$ cat config.mk
export PLATFORM = sky130hd
export DESIGN_NAME = multiplier_control_fsm_flat
export DESIGN_NICKNAME = d
export VERILOG_FILES = /design/src/rtl/multiplier_pkg.sv /design/src/rtl/multiplier_control_fsm_if.sv /design/src/rtl/button_conditioner.sv /design/src/rtl/multiplier_control_fsm.sv /design/src/flat_wrapper.sv
export SDC_FILE = /design/constraint.sdc
export NUM_CORES = 1
export LEC_CHECK = 0
export ABC_AREA = 1
export BUFFER_PORTS_ARGS = -buffer_cell sky130_fd_sc_hd__buf_2
export CORE_MARGIN = 5
export CORE_UTILIZATION = 54
export CTS_CLUSTER_DIAMETER = 40
export DETAILED_ROUTE_END_ITERATION = 8
export GPL_TIMING_DRIVEN = 0
export MAX_ROUTING_LAYER = met4
export PLACE_DENSITY = 0.81
export RECOVER_POWER = 25
export SLEW_MARGIN = 10
export SYNTH_ARGS = -nofsm -noshare
export SYNTH_HDL_FRONTEND = slang
export SYNTH_SLANG_ARGS = --single-unit
$ cat constraint.sdc
create_clock -name Clk -period 1.2 [get_ports Clk]
set_input_delay 0.06 -clock Clk [delete_from_list [all_inputs] [get_ports Clk]]
set_output_delay 0.06 -clock Clk [all_outputs]
set_load 0.05 [all_outputs]
$ cat src/rtl/multiplier_pkg.sv
// Shared types and constants for the add-shift multiplier control path.
package multiplier_pkg;

  typedef enum logic [2:0] {
    IDLE,
    CLEAR,
    ADD,
    SHIFT,
    HOLD
  } ctrl_state_t;

  localparam int unsigned MULT_N_BITS = 8;

  // Counter width able to hold 0..n-1, never narrower than one bit.
  function automatic int unsigned cnt_width(input int unsigned n);
    return (n > 1) ? $clog2(n) : 1;
  endfunction

endpackage

$ cat src/rtl/multiplier_control_fsm_if.sv
// Button inputs, datapath feedback and control strobes between the sequencer and its neighbours.
interface multiplier_control_fsm_if;
  logic Run;
  logic ClearA_LoadB;
  logic M;
  logic LoadB;
  logic Clr_A;
  logic Add;
  logic Sub;
  logic Shift;
  logic Busy;
  logic Done;

  modport master (
    output Run, ClearA_LoadB, M,
    input  LoadB, Clr_A, Add, Sub, Shift, Busy, Done
  );

  modport slave (
    input  Run, ClearA_LoadB, M,
    output LoadB, Clr_A, Add, Sub, Shift, Busy, Done
  );
endinterface

$ cat src/rtl/button_conditioner.sv
// Synchroniser + debouncer for one active-low button; emits the debounced level and a
// one-cycle press pulse on each debounced 1->0 transition.
module button_conditioner
  import multiplier_pkg::*;
#(
  parameter int unsigned SYNC_STAGES     = 2,
  parameter int unsigned DEBOUNCE_CYCLES = 65536
) (
  input  logic clk,
  input  logic rst_n,
  input  logic btn_n,
  output logic level,
  output logic press
);

  localparam int unsigned CNT_W = cnt_width(DEBOUNCE_CYCLES);

  logic [SYNC_STAGES-1:0] sync_q, sync_d;
  logic [CNT_W-1:0]       cnt_q, cnt_d;
  logic                   level_q, level_d;
  logic                   press_q, press_d;
  logic                   synced;

  assign synced = sync_q[SYNC_STAGES-1];

  // Level only moves after the synced input disagrees for DEBOUNCE_CYCLES cycles in a row.
  always_comb begin
    sync_d  = {sync_q[SYNC_STAGES-2:0], btn_n};
    cnt_d   = '0;
    level_d = level_q;
    press_d = 1'b0;
    if (synced != level_q) begin
      if (cnt_q == CNT_W'(DEBOUNCE_CYCLES - 1)) begin
        level_d = synced;
        press_d = level_q;
      end else begin
        cnt_d = cnt_q + CNT_W'(1);
      end
    end
  end

  always_ff @(posedge clk or negedge rst_n) begin
    if (!rst_n) begin
      sync_q  <= '1;
      cnt_q   <= '0;
      level_q <= 1'b1;
      press_q <= 1'b0;
    end else begin
      sync_q  <= sync_d;
      cnt_q   <= cnt_d;
      level_q <= level_d;
      press_q <= press_d;
    end
  end

  assign level = level_q;
  assign press = press_q;

endmodule

$ cat src/rtl/multiplier_control_fsm.sv
// Sequencer for a signed N_BITS x N_BITS add-shift multiply: conditions the Run / ClearA_LoadB
// buttons and drives the per-cycle datapath strobes.
module multiplier_control_fsm
  import multiplier_pkg::*;
#(
  parameter int unsigned N_BITS          = MULT_N_BITS,
  parameter int unsigned SYNC_STAGES     = 2,
  parameter int unsigned DEBOUNCE_CYCLES = 65536
) (
  input  logic                      Clk,
  input  logic                      Reset,
  multiplier_control_fsm_if.slave   bus
);

  localparam int unsigned ITER_W = cnt_width(N_BITS);

  ctrl_state_t       state_q, state_d;
  logic [ITER_W-1:0] iter_q, iter_d;

  logic run_level;
  logic run_press;
  logic loadb_level_unused;
  logic loadb_press;
  logic last_iter;

  logic loadb_c, clr_a_c, add_c, sub_c, shift_c, busy_c, done_c;

  button_conditioner #(
    .SYNC_STAGES     (SYNC_STAGES),
    .DEBOUNCE_CYCLES (DEBOUNCE_CYCLES)
  ) u_run_cond (
    .clk   (Clk),
    .rst_n (Reset),
    .btn_n (bus.Run),
    .level (run_level),
    .press (run_press)
  );

  button_conditioner #(
    .SYNC_STAGES     (SYNC_STAGES),
    .DEBOUNCE_CYCLES (DEBOUNCE_CYCLES)
  ) u_loadb_cond (
    .clk   (Clk),
    .rst_n (Reset),
    .btn_n (bus.ClearA_LoadB),
    .level (loadb_level_unused),
    .press (loadb_press)
  );

  assign last_iter = (iter_q == ITER_W'(N_BITS - 1));

  // Next state and strobe decode; Add/Sub follow M combinationally within the ADD cycle.
  always_comb begin
    state_d = state_q;
    iter_d  = iter_q;
    loadb_c = 1'b0;
    clr_a_c = 1'b0;
    add_c   = 1'b0;
    sub_c   = 1'b0;
    shift_c = 1'b0;
    busy_c  = 1'b0;
    done_c  = 1'b0;
    unique case (state_q)
      IDLE: begin
        if (loadb_press) begin
          loadb_c = 1'b1;
        end else if (run_press) begin
          state_d = CLEAR;
        end
      end
      CLEAR: begin
        clr_a_c = 1'b1;
        busy_c  = 1'b1;
        iter_d  = '0;
        state_d = ADD;
      end
      ADD: begin
        busy_c  = 1'b1;
        add_c   = bus.M;
        sub_c   = bus.M & last_iter;
        state_d = SHIFT;
      end
      SHIFT: begin
        busy_c  = 1'b1;
        shift_c = 1'b1;
        if (last_iter) begin
          state_d = HOLD;
        end else begin
          iter_d  = iter_q + ITER_W'(1);
          state_d = ADD;
        end
      end
      HOLD: begin
        done_c = 1'b1;
        // Holding Run keeps us here, so one press yields exactly one multiply.
        if (run_level) begin
          state_d = IDLE;
        end
      end
      default: state_d = IDLE;
    endcase
  end

  always_ff @(posedge Clk or negedge Reset) begin
    if (!Reset) begin
      state_q <= IDLE;
      iter_q  <= '0;
    end else begin
      state_q <= state_d;
      iter_q  <= iter_d;
    end
  end

  assign bus.LoadB = loadb_c;
  assign bus.Clr_A = clr_a_c;
  assign bus.Add   = add_c;
  assign bus.Sub   = sub_c;
  assign bus.Shift = shift_c;
  assign bus.Busy  = busy_c;
  assign bus.Done  = done_c;

endmodule

$ cat src/flat_wrapper.sv
// flat-port wrapper written by rule: the top's interface ports become plain ports
module multiplier_control_fsm_flat import multiplier_pkg::*;
#(
  parameter int unsigned N_BITS          = MULT_N_BITS,
  parameter int unsigned SYNC_STAGES     = 2,
  parameter int unsigned DEBOUNCE_CYCLES = 65536
)
  (Clk, Reset, bus_Run, bus_ClearA_LoadB, bus_M, bus_LoadB, bus_Clr_A, bus_Add, bus_Sub, bus_Shift, bus_Busy, bus_Done);
  multiplier_control_fsm_if bus_i ();
  input  logic Clk;
  input  logic Reset;
  input wire logic [$bits(bus_i.Run)-1:0] bus_Run;
  input wire logic [$bits(bus_i.ClearA_LoadB)-1:0] bus_ClearA_LoadB;
  input wire logic [$bits(bus_i.M)-1:0] bus_M;
  output wire logic [$bits(bus_i.LoadB)-1:0] bus_LoadB;
  output wire logic [$bits(bus_i.Clr_A)-1:0] bus_Clr_A;
  output wire logic [$bits(bus_i.Add)-1:0] bus_Add;
  output wire logic [$bits(bus_i.Sub)-1:0] bus_Sub;
  output wire logic [$bits(bus_i.Shift)-1:0] bus_Shift;
  output wire logic [$bits(bus_i.Busy)-1:0] bus_Busy;
  output wire logic [$bits(bus_i.Done)-1:0] bus_Done;
  assign bus_i.Run = bus_Run;
  assign bus_i.ClearA_LoadB = bus_ClearA_LoadB;
  assign bus_i.M = bus_M;
  assign bus_LoadB = bus_i.LoadB;
  assign bus_Clr_A = bus_i.Clr_A;
  assign bus_Add = bus_i.Add;
  assign bus_Sub = bus_i.Sub;
  assign bus_Shift = bus_i.Shift;
  assign bus_Busy = bus_i.Busy;
  assign bus_Done = bus_i.Done;
  multiplier_control_fsm #(.N_BITS(N_BITS), .SYNC_STAGES(SYNC_STAGES), .DEBOUNCE_CYCLES(DEBOUNCE_CYCLES)) u_core (.Clk(Clk), .Reset(Reset), .bus(bus_i));
endmodule
### Yosys cells after proc, flatten, opt, wreduce, memory -nomap -nowiden

Cells that the tools add are included.

| storage, ports and cells | value |
|---|---|
| bits in registers | 46 |
| latch bits | 0 |
| bits in read-only memories | 0 |
| memories | 0 |
| memory bits (writable) | 0 |
| logic and storage cells | 57 |

| cells by class | value |
|---|---|
| $lt $le $gt $ge | 0 |
| reduce and logical (&&, ||, !) cells | 7 |
| bitwise operators | 1 |
| add/subtract/negate cells | 3 |
| multiply operators | 0 |
| equality and inequality tests | 13 |
| multiplexer cells | 23 |
| shifts and indexed selects | 0 |
| div/mod/pow operators | 0 |

Operators with widths:

| operator | count |
|---|---|
| $mux W16 | 4 |
| $add A16 B1 Y16 const B | 2 |
| $eq A16 B16 Y1 const B | 2 |
| $mux W3 | 5 |
| $pmux W3 S5 | 1 |
| $mux W1 | 12 |
| $ne A2 B2 Y1 const B | 4 |
| $eq A3 B2 Y1 const B | 2 |
| $eq A3 B3 Y1 const B | 2 |
| $pmux W3 S2 | 1 |
| $reduce_and A2 Y1 | 3 |
| $add A3 B1 Y3 const B | 1 |
| $eq A3 B1 Y1 const B | 1 |
| $logic_not A3 Y1 | 1 |
| $reduce_and A3 Y1 | 1 |
| $reduce_or A3 Y1 | 1 |
| $ne A1 B1 Y1 | 2 |
| $reduce_bool A2 Y1 | 1 |
| $and A1 B1 Y1 | 1 |

### Logic depth before layout (Yosys ltp)

| depth | value |
|---|---|
| word-level depth | 3 |
| gate-level depth with buffers | 8 |
| mapped depth without buffers | 8 |

### Cells and area by module

Synthesis repeated with hierarchy kept, for this count alone.

| unflattened totals | value |
|---|---|
| cell total of the unflattened synthesis | 293 |
| area, all modules | 2359.8 um^2 |

Modules (own cells, without submodules):

| module | seq. area each (um^2) | area an instance (um^2) | times used | cells each |
|---|---|---|---|---|
| button_conditioner | 504.2 | 1004.7 | 2 | 123 |
| multiplier_control_fsm | 150.1 | 350.3 | 1 | 47 |

### Least setup slack after synthesis

OpenSTA, ideal clock, no wires.

| timing | value |
|---|---|
| kind | register to register |
| start | register u_core.state_q[1] |
| end | register u_core.state_q[0] |
| cell stages (with the launch flop) | 5 |
| library setup time | 116 ps |
| arrival time | 1862 ps |
| path slack | -778 ps |
| period minus slack after synthesis | 1978 ps |
| required time | 1084 ps |
| path through | dfrtp_1 nor3_1 nand2_1 nand2_1 nor2_1 |

| between the ends | value |
|---|---|
| word-level cells in the longest chain between the ends | 3 |
| elaborated cells on any way between the ends | 10 |
| classes of those cells | eq/ne: 7; mux: 1; reduce/logical: 2 |

RTL lines:

| item | RTL line | text |
|---|---|---|
| start, declared | multiplier_control_fsm.sv:17 | `ctrl_state_t state_q, state_d;` |
| start signal, assigned | multiplier_control_fsm.sv:109 | `state_q <= state_d;` |
| $eq A3 B3 Y1 / $logic_not A3 Y1 (equally long branches) | multiplier_control_fsm.sv:63 | `unique case (state_q)` |
| $ne A2 B2 Y1 (no line) | -- |  |
| $reduce_and A3 Y1 (no line) | -- |  |

Several ways; a longest one is shown, not always the timed one.
A chain may end at the register's enable or synchronous reset.

### Worst setup path after layout

| timing | value |
|---|---|
| start | register u_core.u_loadb_cond.cnt_q[6] |
| end | register u_core.u_loadb_cond.cnt_q[10] |

| between the ends | value |
|---|---|
| word-level cells in the longest chain between the ends | 3 |
| elaborated cells on any way between the ends | 4 |
| classes of those cells | add/sub: 1; eq/ne: 1; mux: 2 |

RTL lines:

| item | RTL line | text |
|---|---|---|
| start, declared | button_conditioner.sv:19 | `logic [CNT_W-1:0] cnt_q, cnt_d;` |
| start signal, assigned | button_conditioner.sv:50 | `cnt_q <= cnt_d;` |
| $add A16 B1 Y16 / $eq A16 B16 Y1 (equally long branches) | button_conditioner.sv:37, button_conditioner.sv:33 |  |
| $mux W16 (*) | button_conditioner.sv:33 | `if (cnt_q == CNT_W'(DEBOUNCE_CYCLES - 1)) begin` |
| $mux W16 (*) | button_conditioner.sv:32 | `if (synced != level_q) begin` |
| named net u_core.u_loadb_cond.cnt_d[10] | button_conditioner.sv:19 |  |

Mark *: on every way through the listed nets, which the timed path passes. The rest lies on a longest branch.

==> metrics <==
Yosys top cell by area=dfrtp_1; post-route ant nets=0; Flop pwr share=a little over half; Pleak=1.58 nW; Synth cell types=22; Worst setup SP type=register; Synth Register Bits=46; Global Route met2 Usage=around 37%; # clock sinks=46; Clock Skews=0.0151 ns; status=finished, violations left; Max stage delay on crit path=0.43 ns; Bufs and invs on worst path=1; CP delay by family, top=simple AND/OR/NAND/NOR gates; core area=0.00409 sq mm; most used cell, CP=nor2_1; Pwr Density=843 mW/mm^2; first-pass GRT wire length=about 9400 um; RSZ-0062 raised after global routing=true; CTS tree=yes; first-pass iteration count of the detailed router=6; Sw Share=24.0%; R2R Path Start=u_core.u_loadb_cond.cnt_q[6]$_DFF_PN0_; top post-synthesis cells by count=nand2_1, nor2_1, dfrtp_1, inv_1, nand3_1; worst rel slew slack=24.8%; maxcap violations=0; Fin. Hold Viols=40; fin util=around 87%; clk_lat worst skew=0.31 ns; vias in the first global route=2,114; TritonCTS buffer count=5; area of the die=0.00569 sq mm; initial antenna violation count=0; GRT Total Usage=~22%; met3 Use GR=4.22%; Max clock buf depth=2; R2R Setup Slk=-0.30 ns; critical path data arrival time=between 1.5 and 2 ns; top cell type's share of synthesized area=43.3%; fraction of registers with async set or reset after synthesis=100%; worst-path maximum fanout=4; cell-by-cell trace of the critical path=nand2_1, nor2_1, nand2_2, buf_6, xor2_1, nor2_1; M1 GR Usage=26.8%; synthesized area per cell=7.94 sq um; worst endpoint required time=1.40 ns; die extent in y=between 70 and 80 um; final period demand of the worst path=1.50 ns; DRT iter0 DRCs=303; Total Wirelength=around 8600 um; final worst-path setup slack=-0.301 ns; WHS=-0.0492 ns; fin crit share=125%; Clock H-tree levels=2; P_sw=~0.0007 W; clock power share=just under 40%; worst min path class=primary input to asynchronous set/reset pin; Post-Syn Area=0.00231 sq mm; Slowest-stage cell, CP=dfrtp_1; GRT busiest layer=met2; diode count=0; EDFF count, synth=0; io pins=12; HPWL reported at the end of detailed placement=3060 um; ys flop type=dfrtp_1; logic gate share of total power=7.1%; WP depth=6; drt via density=6.27; fmax=666 MHz; synth-to-layout area growth=53.9%; Core Rows=23; clock root buffer master=clkbuf_8; largest net degree at the start of global routing=between 40 and 50; RD Place Congestion=0.892; # nets final=366; clock transition at the registers of the reported paths=0.10 ns; sequential area share after synthesis=50.1%; starting density of the core=56.6%; setup violators final=48; slew at the pin with the worst max-slew slack=around 1.1 ns; Syn Nets=300; R2R depth=6; CP Capture Type=register; synth top area cells=dfrtp_1, nand2_1, nor2_1, dfstp_2, inv_1; Max Slew Vio Count=0; top-count cell post-synth=nand2_1; hold_buf cts=2; gr ovfl total=0; Mapped Cells=between 200 and 300; Synth Warn #=0; via count=2,557; die width=75.4 um; R2R Path End=u_core.u_loadb_cond.cnt_q[10]$_DFF_PN0_; P_int=0.00228 W; layout cell share with drive strength beyond 1=48.6%; number of remaining DRC errors=0; PortBufs=11; violated checks=negative hold slack, negative setup slack; per-cell routed wire length=~21 um; peak supply drop=1.05 mV; Worst Path Class, Setup=register to register
flip-flops by register name (all words and copies together), names as in the netlist:
| signal | count |
|---|---|
| u_core.state_q | 3 |
| u_core.u_loadb_cond.sync_q | 2 |
| u_core.u_loadb_cond.press | 1 |
| u_core.u_run_cond.cnt_q | 16 |
| u_core.u_loadb_cond.cnt_q | 16 |
| u_core.u_loadb_cond.level | 1 |
| u_core.u_run_cond.sync_q | 2 |
| u_core.u_run_cond.press | 1 |
| u_core.iter_q | 3 |
| u_core.u_run_cond.level | 1 |
cell type report:
cell class              instances  area, sq um
multi-input cells             219         1610
flip-flops and latches         46         1160
fillers                       154          529
repair buffers                 57          507
inverters                      28          108
clock buffers                   5         68.8
well taps                      50         62.6
clock inverters                 3         40.0
stage by stage:
| stage | instance area (sq um) | std cells | total power [W] | worst slack (ns) | setup TNS [ns] |
|---|---|---|---|---|---|
| after global placement | 2510 | 352 | 0.00174 | -0.158 | -2.69 |
| after detailed placement | 2510 | 352 | 0.00175 | -0.191 | -3.70 |
| after floorplan | 2390 | 291 | 0.00169 | -0.115 | -0.250 |
| after global routing | 3560 | 408 | 0.00307 | -0.650 | -11.20 |
| final | 3560 | 408 | 0.00300 | -0.301 | -6.49 |
| after CTS | 3090 | 391 | 0.00294 | -0.227 | -1.96 |
repair_timing:
action | CTS | global route
gates cloned | 2 | 0
buffers inserted | 27 | 17
resized for setup | 61 | 85
pin swaps | 19 | 29
setup endpoints to repair | 45 | 44
endpoints found under the hold margin | 42 | 3
metal layers:
layer  up-vias  routed length [um]
met1      1215                3010
met2       219                4220
met5         -                   0
li1       1045                   -
met3        78                 807
met4         0                 551
how the worst max path moves through the flow:
stage	from	end	slack, ns
3_3_place_gp	u_core.u_loadb_cond.cnt_q[0]$_DFF_PN0_	u_core.u_loadb_cond.cnt_q[13]$_DFF_PN0_	-0.16
4_1_cts	u_core.iter_q[0]$_DFFE_PN0P_	bus_Sub	-0.23
6_report	u_core.u_loadb_cond.cnt_q[6]$_DFF_PN0_	u_core.u_loadb_cond.cnt_q[10]$_DFF_PN0_	-0.30
3_5_place_dp	u_core.u_loadb_cond.cnt_q[0]$_DFF_PN0_	u_core.u_loadb_cond.cnt_q[13]$_DFF_PN0_	-0.19
2_1_floorplan	u_core.state_q[1]$_DFFE_PN0P_	u_core.state_q[0]$_DFFE_PN0P_	-0.12
5_1_grt	u_core.u_loadb_cond.cnt_q[7]$_DFF_PN0_	u_core.u_loadb_cond.cnt_q[10]$_DFF_PN0_	-0.65
power groups by stage:
stage | sequential [W] | combinational, W | clock [W]
floorplan | 0.00163 | 0.0000597 | 0
global placement | 0.00163 | 0.000107 | 0
detailed placement | 0.00164 | 0.000110 | 0
CTS | 0.00160 | 0.000174 | 0.00116
global route | 0.00161 | 0.000232 | 0.00123
finish | 0.00161 | 0.000213 | 0.00118
kinds of logic (layout without fill, tap and decap cells):
group | after synthesis | in the layout | share of synthesized area (%)
simple gates | 190 | 192 | 34.8
flops | 46 | 46 | 50.1
xor+xnor | 13 | 13 | 5.58
compound gates | 10 | 10 | 2.82
fa+ha+maj | 4 | 4 | 2.17
buf+inv | 28 | 93 | 4.55
cells in the final DEF (no fill, tap or decap), types with 3 or more instances in the layout:
cell | netlist | layout
nor3_4 | 0 | 6
nand3_4 | 0 | 3
nand2_1 | 78 | 60
nand2_2 | 5 | 14
nor3_1 | 13 | 3
buf_4 | 0 | 33
xor2_1 | 9 | 9
nor3_2 | 0 | 4
clkbuf_8 | 0 | 5
inv_2 | 1 | 6
dfrtp_2 | 0 | 5
ha_4 | 0 | 4
dfrtp_1 | 40 | 35
o21bai_1 | 5 | 3
inv_1 | 27 | 21
buf_6 | 0 | 15
nand2_4 | 1 | 8
nor2_2 | 0 | 24
nor2_4 | 2 | 16
nand3_1 | 17 | 11
dfstp_2 | 6 | 6
buf_2 | 0 | 3
nand4_1 | 4 | 4
nand2_8 | 0 | 4
nor2_1 | 68 | 30
nand3_2 | 0 | 3
(Power assumes the default switching activity.)
